### config.mk
export PLATFORM = sky130hd
export DESIGN_NAME = seq_bit_serializer_flat
export DESIGN_NICKNAME = d
export VERILOG_FILES = /design/src/rtl/seq_bit_serializer_pkg.sv /design/src/rtl/seq_bit_serializer_if.sv /design/src/rtl/seq_bit_serializer_ser_bit_counter.sv /design/src/rtl/seq_bit_serializer.sv /design/src/flat_wrapper.sv
export SDC_FILE = /design/constraint.sdc
export NUM_CORES = 1
export LEC_CHECK = 0
export CAP_MARGIN = 20
export CELL_PAD_IN_SITES_DETAIL_PLACEMENT = 2
export CELL_PAD_IN_SITES_GLOBAL_PLACEMENT = 2
export CORE_UTILIZATION = 25
export CTS_CLUSTER_SIZE = 12
export DETAILED_ROUTE_END_ITERATION = 8
export PLACE_DENSITY_LB_ADDON = 0.1
export SYNTH_ARGS = -nofsm -noshare
export SYNTH_HDL_FRONTEND = slang
export SYNTH_HIERARCHICAL = 1
export SYNTH_SLANG_ARGS = --single-unit
### constraint.sdc
create_clock -name clk -period 1.7 [get_ports clk]
set_clock_uncertainty 0.05 [all_clocks]
set_input_delay 0.34 -clock clk [delete_from_list [all_inputs] [get_ports clk]]
set_output_delay 0.34 -clock clk [all_outputs]
set_load 0.02 [all_outputs]
### src/rtl/seq_bit_serializer_pkg.sv
// ----------------------------------------------------------------------------
// seq_pkg
// Shared definitions for the bit serializer that feeds the serial sequence
// detector: FSM state encodings and the default idle level of the serial line.
//
// Contents
//   state_t           S_IDLE / S_SHIFT / S_PAR serializer states
//   IDLE_BIT_DEFAULT  level driven on x while no bit is valid
// ----------------------------------------------------------------------------
package seq_pkg;

    typedef enum logic [1:0] {
        S_IDLE  = 2'd0,
        S_SHIFT = 2'd1,
        S_PAR   = 2'd2   // entered only when SEQ_SER_PARITY_EN is defined
    } state_t;

    localparam logic IDLE_BIT_DEFAULT = 1'b1;

endpackage

### src/rtl/seq_bit_serializer_if.sv
// ----------------------------------------------------------------------------
// seq_bit_serializer_if
// Bundles the parallel-word handshake and the serial output of the
// serializer.
//
// Signals
//   din        [WIDTH-1:0] parallel word, din[WIDTH-1] goes out first
//   din_valid  din holds a word
//   din_ready  serializer can take a word this cycle
//   x          serial bit
//   x_valid    x carries a data or parity bit
//   busy       serializer is not idle
//   done       last bit of a word is on x
// Modports
//   master  word source / serial consumer side
//   slave   serializer side
// ----------------------------------------------------------------------------
interface seq_bit_serializer_if #(
    parameter int WIDTH = 8
);
    logic [WIDTH-1:0] din;
    logic             din_valid;
    logic             din_ready;
    logic             x;
    logic             x_valid;
    logic             busy;
    logic             done;

    modport master (
        output din, din_valid,
        input  din_ready, x, x_valid, busy, done
    );

    modport slave (
        input  din, din_valid,
        output din_ready, x, x_valid, busy, done
    );
endinterface

### src/rtl/seq_bit_serializer_ser_bit_counter.sv
// ----------------------------------------------------------------------------
// ser_bit_counter
// Counts the data bits of a word still to be sent after the one on x.
// Loads WIDTH-1, decrements towards zero and saturates there.
//
// Ports
//   clk    clock, rising edge
//   reset  synchronous active-high reset, clears the count
//   load   load WIDTH-1 (word accepted)
//   dec    count one bit sent
//   last   count is zero: the last data bit is on x
// ----------------------------------------------------------------------------
module ser_bit_counter #(
    parameter int WIDTH = 8
) (
    input  logic clk,
    input  logic reset,
    input  logic load,
    input  logic dec,
    output logic last
);
    localparam int             CW       = $clog2(WIDTH);
    localparam logic [CW-1:0]  LOAD_VAL = CW'(WIDTH - 1);

    logic [CW-1:0] cnt;

    // NOTE: sequential state is written with non-blocking (<=) so every
    // register samples pre-edge values, independent of process ordering.
    always_ff @(posedge clk) begin
        if (reset) begin
            cnt <= '0;
        end else if (load) begin
            cnt <= LOAD_VAL;
        end else if (dec && (cnt != '0)) begin
            cnt <= cnt - CW'(1);
        end
    end

    assign last = (cnt == '0);

endmodule

### src/rtl/seq_bit_serializer.sv
// ----------------------------------------------------------------------------
// seq_bit_serializer
// Accepts parallel words over a valid/ready handshake and shifts them out
// MSB-first, one bit per clock, on x. Back-to-back words stream without a
// gap; with no data x holds IDLE_BIT and x_valid is low.
//
// Configuration
//   SEQ_SER_PARITY_EN  when defined, every word is followed by one even-parity
//                      bit (word period WIDTH+1); otherwise period is WIDTH.
// Parameters
//   WIDTH     data word width, WIDTH >= 2
//   IDLE_BIT  level on x while no bit is valid
// Ports
//   clk    clock, rising edge
//   reset  synchronous active-high reset (priority over an accept)
//   bus    seq_bit_serializer_if.slave: din/din_valid/din_ready handshake,
//          registered x/x_valid, busy, done
// ----------------------------------------------------------------------------
module seq_bit_serializer
    import seq_pkg::*;
#(
    parameter int   WIDTH    = 8,
    parameter logic IDLE_BIT = IDLE_BIT_DEFAULT
) (
    input  logic                 clk,
    input  logic                 reset,
    seq_bit_serializer_if.slave  bus
);

    state_t           state_q, state_d;
    logic [WIDTH-1:0] sh_q, sh_d;
    logic             x_q, x_d;
    logic             x_valid_q, x_valid_d;
    logic             cnt_load, cnt_dec, cnt_last;
    logic             din_ready, done, accept;
`ifdef SEQ_SER_PARITY_EN
    logic             par_q, par_d;
`endif

    ser_bit_counter #(.WIDTH(WIDTH)) u_cnt (
        .clk   (clk),
        .reset (reset),
        .load  (cnt_load),
        .dec   (cnt_dec),
        .last  (cnt_last)
    );

    // NOTE: every variable driven here gets a default first, so no path
    // through the case statement can leave one unassigned and infer a latch.
    always_comb begin
        state_d   = state_q;
        sh_d      = sh_q;
        x_d       = x_q;
        x_valid_d = x_valid_q;
`ifdef SEQ_SER_PARITY_EN
        par_d     = par_q;
`endif
        cnt_load  = 1'b0;
        cnt_dec   = 1'b0;
        din_ready = 1'b0;
        done      = 1'b0;

        // Ready/done depend only on state and count; the next word is taken
        // while the final bit of the current one is still on x.
        unique case (state_q)
            S_IDLE:  din_ready = 1'b1;
            S_SHIFT: begin
`ifndef SEQ_SER_PARITY_EN
                if (cnt_last) begin
                    din_ready = 1'b1;
                    done      = 1'b1;
                end
`endif
            end
`ifdef SEQ_SER_PARITY_EN
            S_PAR: begin
                din_ready = 1'b1;
                done      = 1'b1;
            end
`endif
            default: ;
        endcase

        if (reset) begin
            din_ready = 1'b0;
        end
        accept = bus.din_valid && din_ready;

        if (accept) begin
            // MSB goes straight to x; the shift register holds the rest.
            x_d       = bus.din[WIDTH-1];
            x_valid_d = 1'b1;
            sh_d      = {bus.din[WIDTH-2:0], 1'b0};
`ifdef SEQ_SER_PARITY_EN
            par_d     = ^bus.din;
`endif
            cnt_load  = 1'b1;
            state_d   = S_SHIFT;
        end else begin
            unique case (state_q)
                S_SHIFT: begin
                    if (!cnt_last) begin
                        x_d     = sh_q[WIDTH-1];
                        sh_d    = {sh_q[WIDTH-2:0], 1'b0};
                        cnt_dec = 1'b1;
                    end else begin
`ifdef SEQ_SER_PARITY_EN
                        x_d     = par_q;
                        state_d = S_PAR;
`else
                        x_d       = IDLE_BIT;
                        x_valid_d = 1'b0;
                        state_d   = S_IDLE;
`endif
                    end
                end
                S_PAR: begin
                    x_d       = IDLE_BIT;
                    x_valid_d = 1'b0;
                    state_d   = S_IDLE;
                end
                default: ;
            endcase
        end
    end

    always_ff @(posedge clk) begin
        if (reset) begin
            state_q   <= S_IDLE;
            x_q       <= IDLE_BIT;
            x_valid_q <= 1'b0;
            // NOTE: the shift register is cleared on reset as well, so a word
            // dropped mid-flight leaves no stale bits behind.
            sh_q      <= '0;
`ifdef SEQ_SER_PARITY_EN
            par_q     <= 1'b0;
`endif
        end else begin
            state_q   <= state_d;
            x_q       <= x_d;
            x_valid_q <= x_valid_d;
            sh_q      <= sh_d;
`ifdef SEQ_SER_PARITY_EN
            par_q     <= par_d;
`endif
        end
    end

    assign bus.din_ready = din_ready;
    assign bus.x         = x_q;
    assign bus.x_valid   = x_valid_q;
    assign bus.busy      = (state_q != S_IDLE);
    assign bus.done      = done;

endmodule

### src/flat_wrapper.sv
// flat-port wrapper written by rule: the top's interface ports become plain ports
module seq_bit_serializer_flat import seq_pkg::*;
#(
    parameter int   WIDTH    = 8,
    parameter logic IDLE_BIT = IDLE_BIT_DEFAULT
)
  (clk, reset, bus_din, bus_din_valid, bus_din_ready, bus_x, bus_x_valid, bus_busy, bus_done);
  seq_bit_serializer_if #(.WIDTH(WIDTH)) bus_i ();
  input  logic clk;
  input  logic reset;
  input wire logic [$bits(bus_i.din)-1:0] bus_din;
  input wire logic [$bits(bus_i.din_valid)-1:0] bus_din_valid;
  output wire logic [$bits(bus_i.din_ready)-1:0] bus_din_ready;
  output wire logic [$bits(bus_i.x)-1:0] bus_x;
  output wire logic [$bits(bus_i.x_valid)-1:0] bus_x_valid;
  output wire logic [$bits(bus_i.busy)-1:0] bus_busy;
  output wire logic [$bits(bus_i.done)-1:0] bus_done;
  assign bus_i.din = bus_din;
  assign bus_i.din_valid = bus_din_valid;
  assign bus_din_ready = bus_i.din_ready;
  assign bus_x = bus_i.x;
  assign bus_x_valid = bus_i.x_valid;
  assign bus_busy = bus_i.busy;
  assign bus_done = bus_i.done;
  seq_bit_serializer #(.WIDTH(WIDTH), .IDLE_BIT(IDLE_BIT)) u_core (.clk(clk), .reset(reset), .bus(bus_i));
endmodule
# After elaboration in Yosys (flattened, before gate mapping)
# Index checks and enable logic that the tools add are counted.
# totals
regBits	14
latchBits	0
mem_bits_rw	0
romBits	0
inputBits	11
n_memories	0
# classes
add_sub_neg	1
mul	0
div	0
magnitude_cmp	0
n_eq_ne	5
shift	0
n_mux	22
n_bitwise	0
reduce_logical	14
# op_table
operator	n
$mux 8	3
$mux 1	12
$reduce_bool 2->1	4
$mux 3	2
$pmux 1 s2	3
$reduce_and 2->1	3
$reduce_bool 3->1	2
$pmux 2 s2	1
$logic_not 3->1	1
$ne 3x1->1 const B	1
$sub 3x1->3 const B	1
$eq 2x1->1 const B	1
$eq 2x2->1 const B	1
$logic_and 1x1->1	2
$logic_not 2->1	1
$mux 2	1
$ne 2x1->1 const B	1
$ne 2x2->1 const B	1
$reduce_or 2->1	1

# Depth between registers and ports, before layout
# logic_depth
ltp_word	9
depth_mapped	9
ltp_nobuf	9

# Cells and area by module
# The synthesis kept the hierarchy.
# by_module_without_submodules
mod	instances	cells_each	area_each_um2	seq_area_each_um2
seq_bit_serializer	1	45	465.4	180.2
ser_bit_counter	1	18	175.2	60.1

# Least setup slack after synthesis
# OpenSTA, ideal clock, no wires.
# synth_timing
path_kind	flip-flop to flip-flop
startpoint	register u_core.u_cnt.cnt[0]
endpoint	register u_core.u_cnt.cnt[1]
setup_time_ns	0.086
arrival_time_ns	1.870
path_slack_ns	-0.306
stages_incl_launch_ff	10
n_path_buf	0
period_less_slack_ns	2.006
path_cell_list	dfxtp_1 -> inv_1 -> ha_1 -> ha_1 -> nand2b_4 -> inv_2 -> nor2_1 -> and2_1 -> and4bb_1 -> a211oi_1
# synth_via
elab_chain_len	8
word_cells_on_any_way	15
classes_between	1 x add/sub; 9 x mux; 5 x reduce/logical
# synth_rtl
item	line_no	source
from (decl)	seq_bit_serializer_ser_bit_counter.sv:25	logic [CW-1:0] cnt;
from (signal assigned)	seq_bit_serializer_ser_bit_counter.sv:35	cnt <= cnt - CW'(1);
$logic_not 3->1 *	seq_bit_serializer_ser_bit_counter.sv:39	assign last = (cnt == '0);
via u_core.cnt_last	seq_bit_serializer.sv:34	logic cnt_load, cnt_dec, cnt_last;
$mux 1	seq_bit_serializer.sv:69	if (cnt_last) begin
$pmux 1 s2	seq_bit_serializer.sv:65	unique case (state_q)
$mux 1	seq_bit_serializer.sv:84	if (reset) begin
$logic_and 1x1->1	seq_bit_serializer.sv:87	accept = bus.din_valid && din_ready;
$mux 1 *	seq_bit_serializer.sv:89	if (accept) begin
via u_core.cnt_dec	seq_bit_serializer.sv:34	
$logic_and 1x1->1 *	seq_bit_serializer_ser_bit_counter.sv:34	end else if (dec && (cnt != '0)) begin
$reduce_bool 2->1 (no source line) *	-	
# Mark *: on every way through the listed nets, which the timed path passes. The rest lies on a longest branch. The select of a mux whose other input is x is not followed.
# A chain may end at the register's enable or synchronous reset.

# Worst setup path after layout
# layout_timing
startpoint	register u_core.u_cnt.cnt[1]
endpoint	output bus_din_ready
# layout_via
elab_chain_len	4
# layout_rtl
item	line_no	source
$logic_not 3->1	seq_bit_serializer_ser_bit_counter.sv:39	
via u_core.cnt_last	seq_bit_serializer.sv:34	
$mux 1	seq_bit_serializer.sv:69	
$pmux 1 s2	seq_bit_serializer.sv:65	
$mux 1	seq_bit_serializer.sv:84	
to (decl)	flat_wrapper.sv:13	output wire logic [$bits(bus_i.din_ready)-1:0] bus_din_ready;
# The timed path passes the listed nets, and every way through them passes these cells.

==> metrics.cfg <==
[run]
max-cap-violations = 0

[logic_synthesis]
synth_edf_count = 0
synth-seq-cells = 12
mappedNetlistNets = 76
async_flop_share_pct = 0
synthFlopType = dfxtp_1
synth_top_area_share_pct = 37.5
synthCells = 63
ys_warn_count = 6
syn_avg_cell_area_um2 = 10.2
yosys.area.top_type = dfxtp_1
synth_area_leaders = dfxtp_1 (38%), mux2i_1 (13%), a211oi_2 (7.8%), a211oi_1 (5.9%), and4bb_1 (5.9%)
syn_area_um2 = 641
yosysSeqAreaShare_pct = 37.5
ys_types = 21

[floorplan]
io_pins = 16
die_area_um2 = 2770
core_um2 = 2320
die_w_um = 52.6
start_util_pct = 27.6
placementRows = 17
die_h_um = 52.6

[final_layout]
ff_latch_area_um2 = 243
multi_input_area_um2 = 407
layout.nets = 101
final_common_cell = clkdlybuf4s50_1
fin_util_pct = 41.4
final_cell_mix = clkdlybuf4s50_1 (11), dfxtp_1 (10), mux2i_1 (8), buf_4 (8)
drive_above_1_share_pct = 43.7
diodes = 0
final_cells = 115
area_delta_synth_final_pct = 49.8
fill_cells = 251

[timing]
setup_violations = 2
slew_headroom_pct = 83.6
tns_ns = -0.0920
holdWs_ns = 0.461
rsz0062_at_grt = yes
slew_viol_final = 0
hold_viol = 0
worst_slack_ns = -0.0498
fin_crit_ns = 1.75
fmax_ghz = 0.571
fin_crit_sh_pct = 103
worst_pin_slew_ns = 0.245

[run_status]
failed_checks = setup timing
status = finished, violations left

[setup_path]
rr_endpoint = u_core/u_cnt/cnt[1]
cp.arrival_ns = 1.36
crit_family = flip-flops
reg2reg_depth = 8
cp.required_ns = 1.31
critPathMaxFanout = 2
cpMostUsedCell = ha_4
r2r_slack_ns = 0.06
max_stage_delay_ns = 0.35
path_class = reg -> out
rr_startpoint = u_core/u_cnt/cnt[1]
startpoint_type = register
cp_cell_sequence = inv_2 -> ha_4 -> ha_4 -> nand2b_4 -> inv_4 -> nor2_4 -> buf_6
cp_slowest_cell = dfxtp_2
endpoint_kind = output pin
path_buf_inv = 3

[placed_design]
gp_congestion = 0.672
io_buffers = 15
place_inst = 110
hpwl_um = 1180

[drt]
drt_iter0_markers = 5
viasPerCell = 4.78
drc = 0
via_count = 550
wirelength_um = 1660
first_pass_iters = 2
routed_wire_length_per_instance_um = 14.4
postRouteAntennaNets = 0

[clock_tree]
cts_buffer_depth = 2
cts_tree = built
cts_buffers = 3
clock-sinks = 12
root_buffer = clkbuf_4
clock_latency_ns = 0.27
clk_pin_slew_worst_paths_ns = 0.08
htree_levels = 1

[global_routing]
busiest_layer = met2
grt_util_met3_pct = 5.22
met1_usage_pct = 16.3
grt_use_met2_pct = 23.6
grt_pass1_wl_um = 2740
grt_pass1_vias = 597
grt_max_degree = 14
grt_usage_pct = 13.8
overflow = 0
antenna_found_initial = 0

[power]
ir_drop_mv = 0.607
total_power_uw = 860
p_leak_uw = 0.000404
power_density_nw_per_um2 = 896

[worst_hold_path]
min_from = u_core/sh_q[5]
hold_class = reg -> reg
worstHoldPathCells = 2
min_to = u_core/sh_q[6]

## worst reg2reg max path, stage by stage, from the launching register on
cell,delay (ns)
dfxtp_2,0.35
inv_2,0.05
ha_4,0.16
ha_4,0.15
nand2b_4,0.15
inv_4,0.07
buf_4,0.13
or2b_4,0.29
a211oi_2,0.17
## Yosys cell counts (2+ instances only)
cell type and instances:
dfxtp_1 12, mux2i_1 8, nor2_1 8, a211oi_1 5, a211oi_2 4, nor2_2 4
and4bb_1 3, inv_1 3, and2_1 2, buf_6 2, ha_1 2
## metal layers
metal  wire length, um  up-vias
met5                 0        -
met2               865       10
met1               732      268
met4                 0        0
met3                61        0
li1                  -      272
## state kept, by name, indices dropped and copies added (netlist names)
register          count
u_core/u_cnt/cnt      3
u_core/bus.x          1
u_core/state_q        1
u_core/sh_q           7
## cell families (layout without fill, tap and decap cells)
| group | Yosys count | in the layout | synth area share [%] |
|---|---|---|---|
| compound gates | 12 | 12 | 17.2 |
| fa+ha+maj | 2 | 2 | 3.91 |
| buf+inv | 8 | 32 | 7.81 |
| flops | 12 | 12 | 37.5 |
| mux | 8 | 8 | 12.5 |
| simple gates | 21 | 21 | 21.1 |
## worst max path at each step
stage	from	slack, ns	end	depth (start not counted)
after floorplan	u_core/u_cnt/cnt[0]	-0.02	u_core/u_cnt/cnt[1]	9
after global placement	u_core/u_cnt/cnt[1]	-0.23	bus_din_ready	7
after detailed placement	u_core/u_cnt/cnt[1]	-0.26	bus_din_ready	7
after CTS	u_core/u_cnt/cnt[0]	-0.05	bus_din_ready	7
after global routing	u_core/u_cnt/cnt[1]	-0.11	bus_din_ready	7
final	u_core/u_cnt/cnt[1]	-0.05	bus_din_ready	7
## report_power, final
group	switching [uW]	leakage, uW	internal, uW
Clock	101	0.0000210	130
Combinational	133	0.000283	160
Sequential	21.5	0.000100	315
Total	255	0.000404	605
## area by class of cell
cell class | instances | area share [%]
Clock buffer | 4 | 3.78
Inverter | 4 | 1.83
Multi-Input combinational cell | 43 | 42.4
Sequential cell | 12 | 25.3
Tap cell | 28 | 3.65
Timing Repair Buffer | 24 | 23.1
## repair_timing
| item | 4_1_cts | 5_1_grt |
|---|---|---|
| pin swaps | 2 | 2 |
| endpoints found under the setup margin | 7 | 5 |
| setup buffers | 0 | 1 |
| hold buffers | 0 | 0 |
| resized for setup | 21 | 4 |
## stage by stage
step | setup slack (ns) | area, um2
3_5_place_dp | -0.258 | 878
4_1_cts | -0.0549 | 933
5_1_grt | -0.108 | 960
3_3_place_gp | -0.235 | 878
6_report | -0.0498 | 960
2_1_floorplan | -0.0180 | 668
Power figures use the tool's default switching activity.
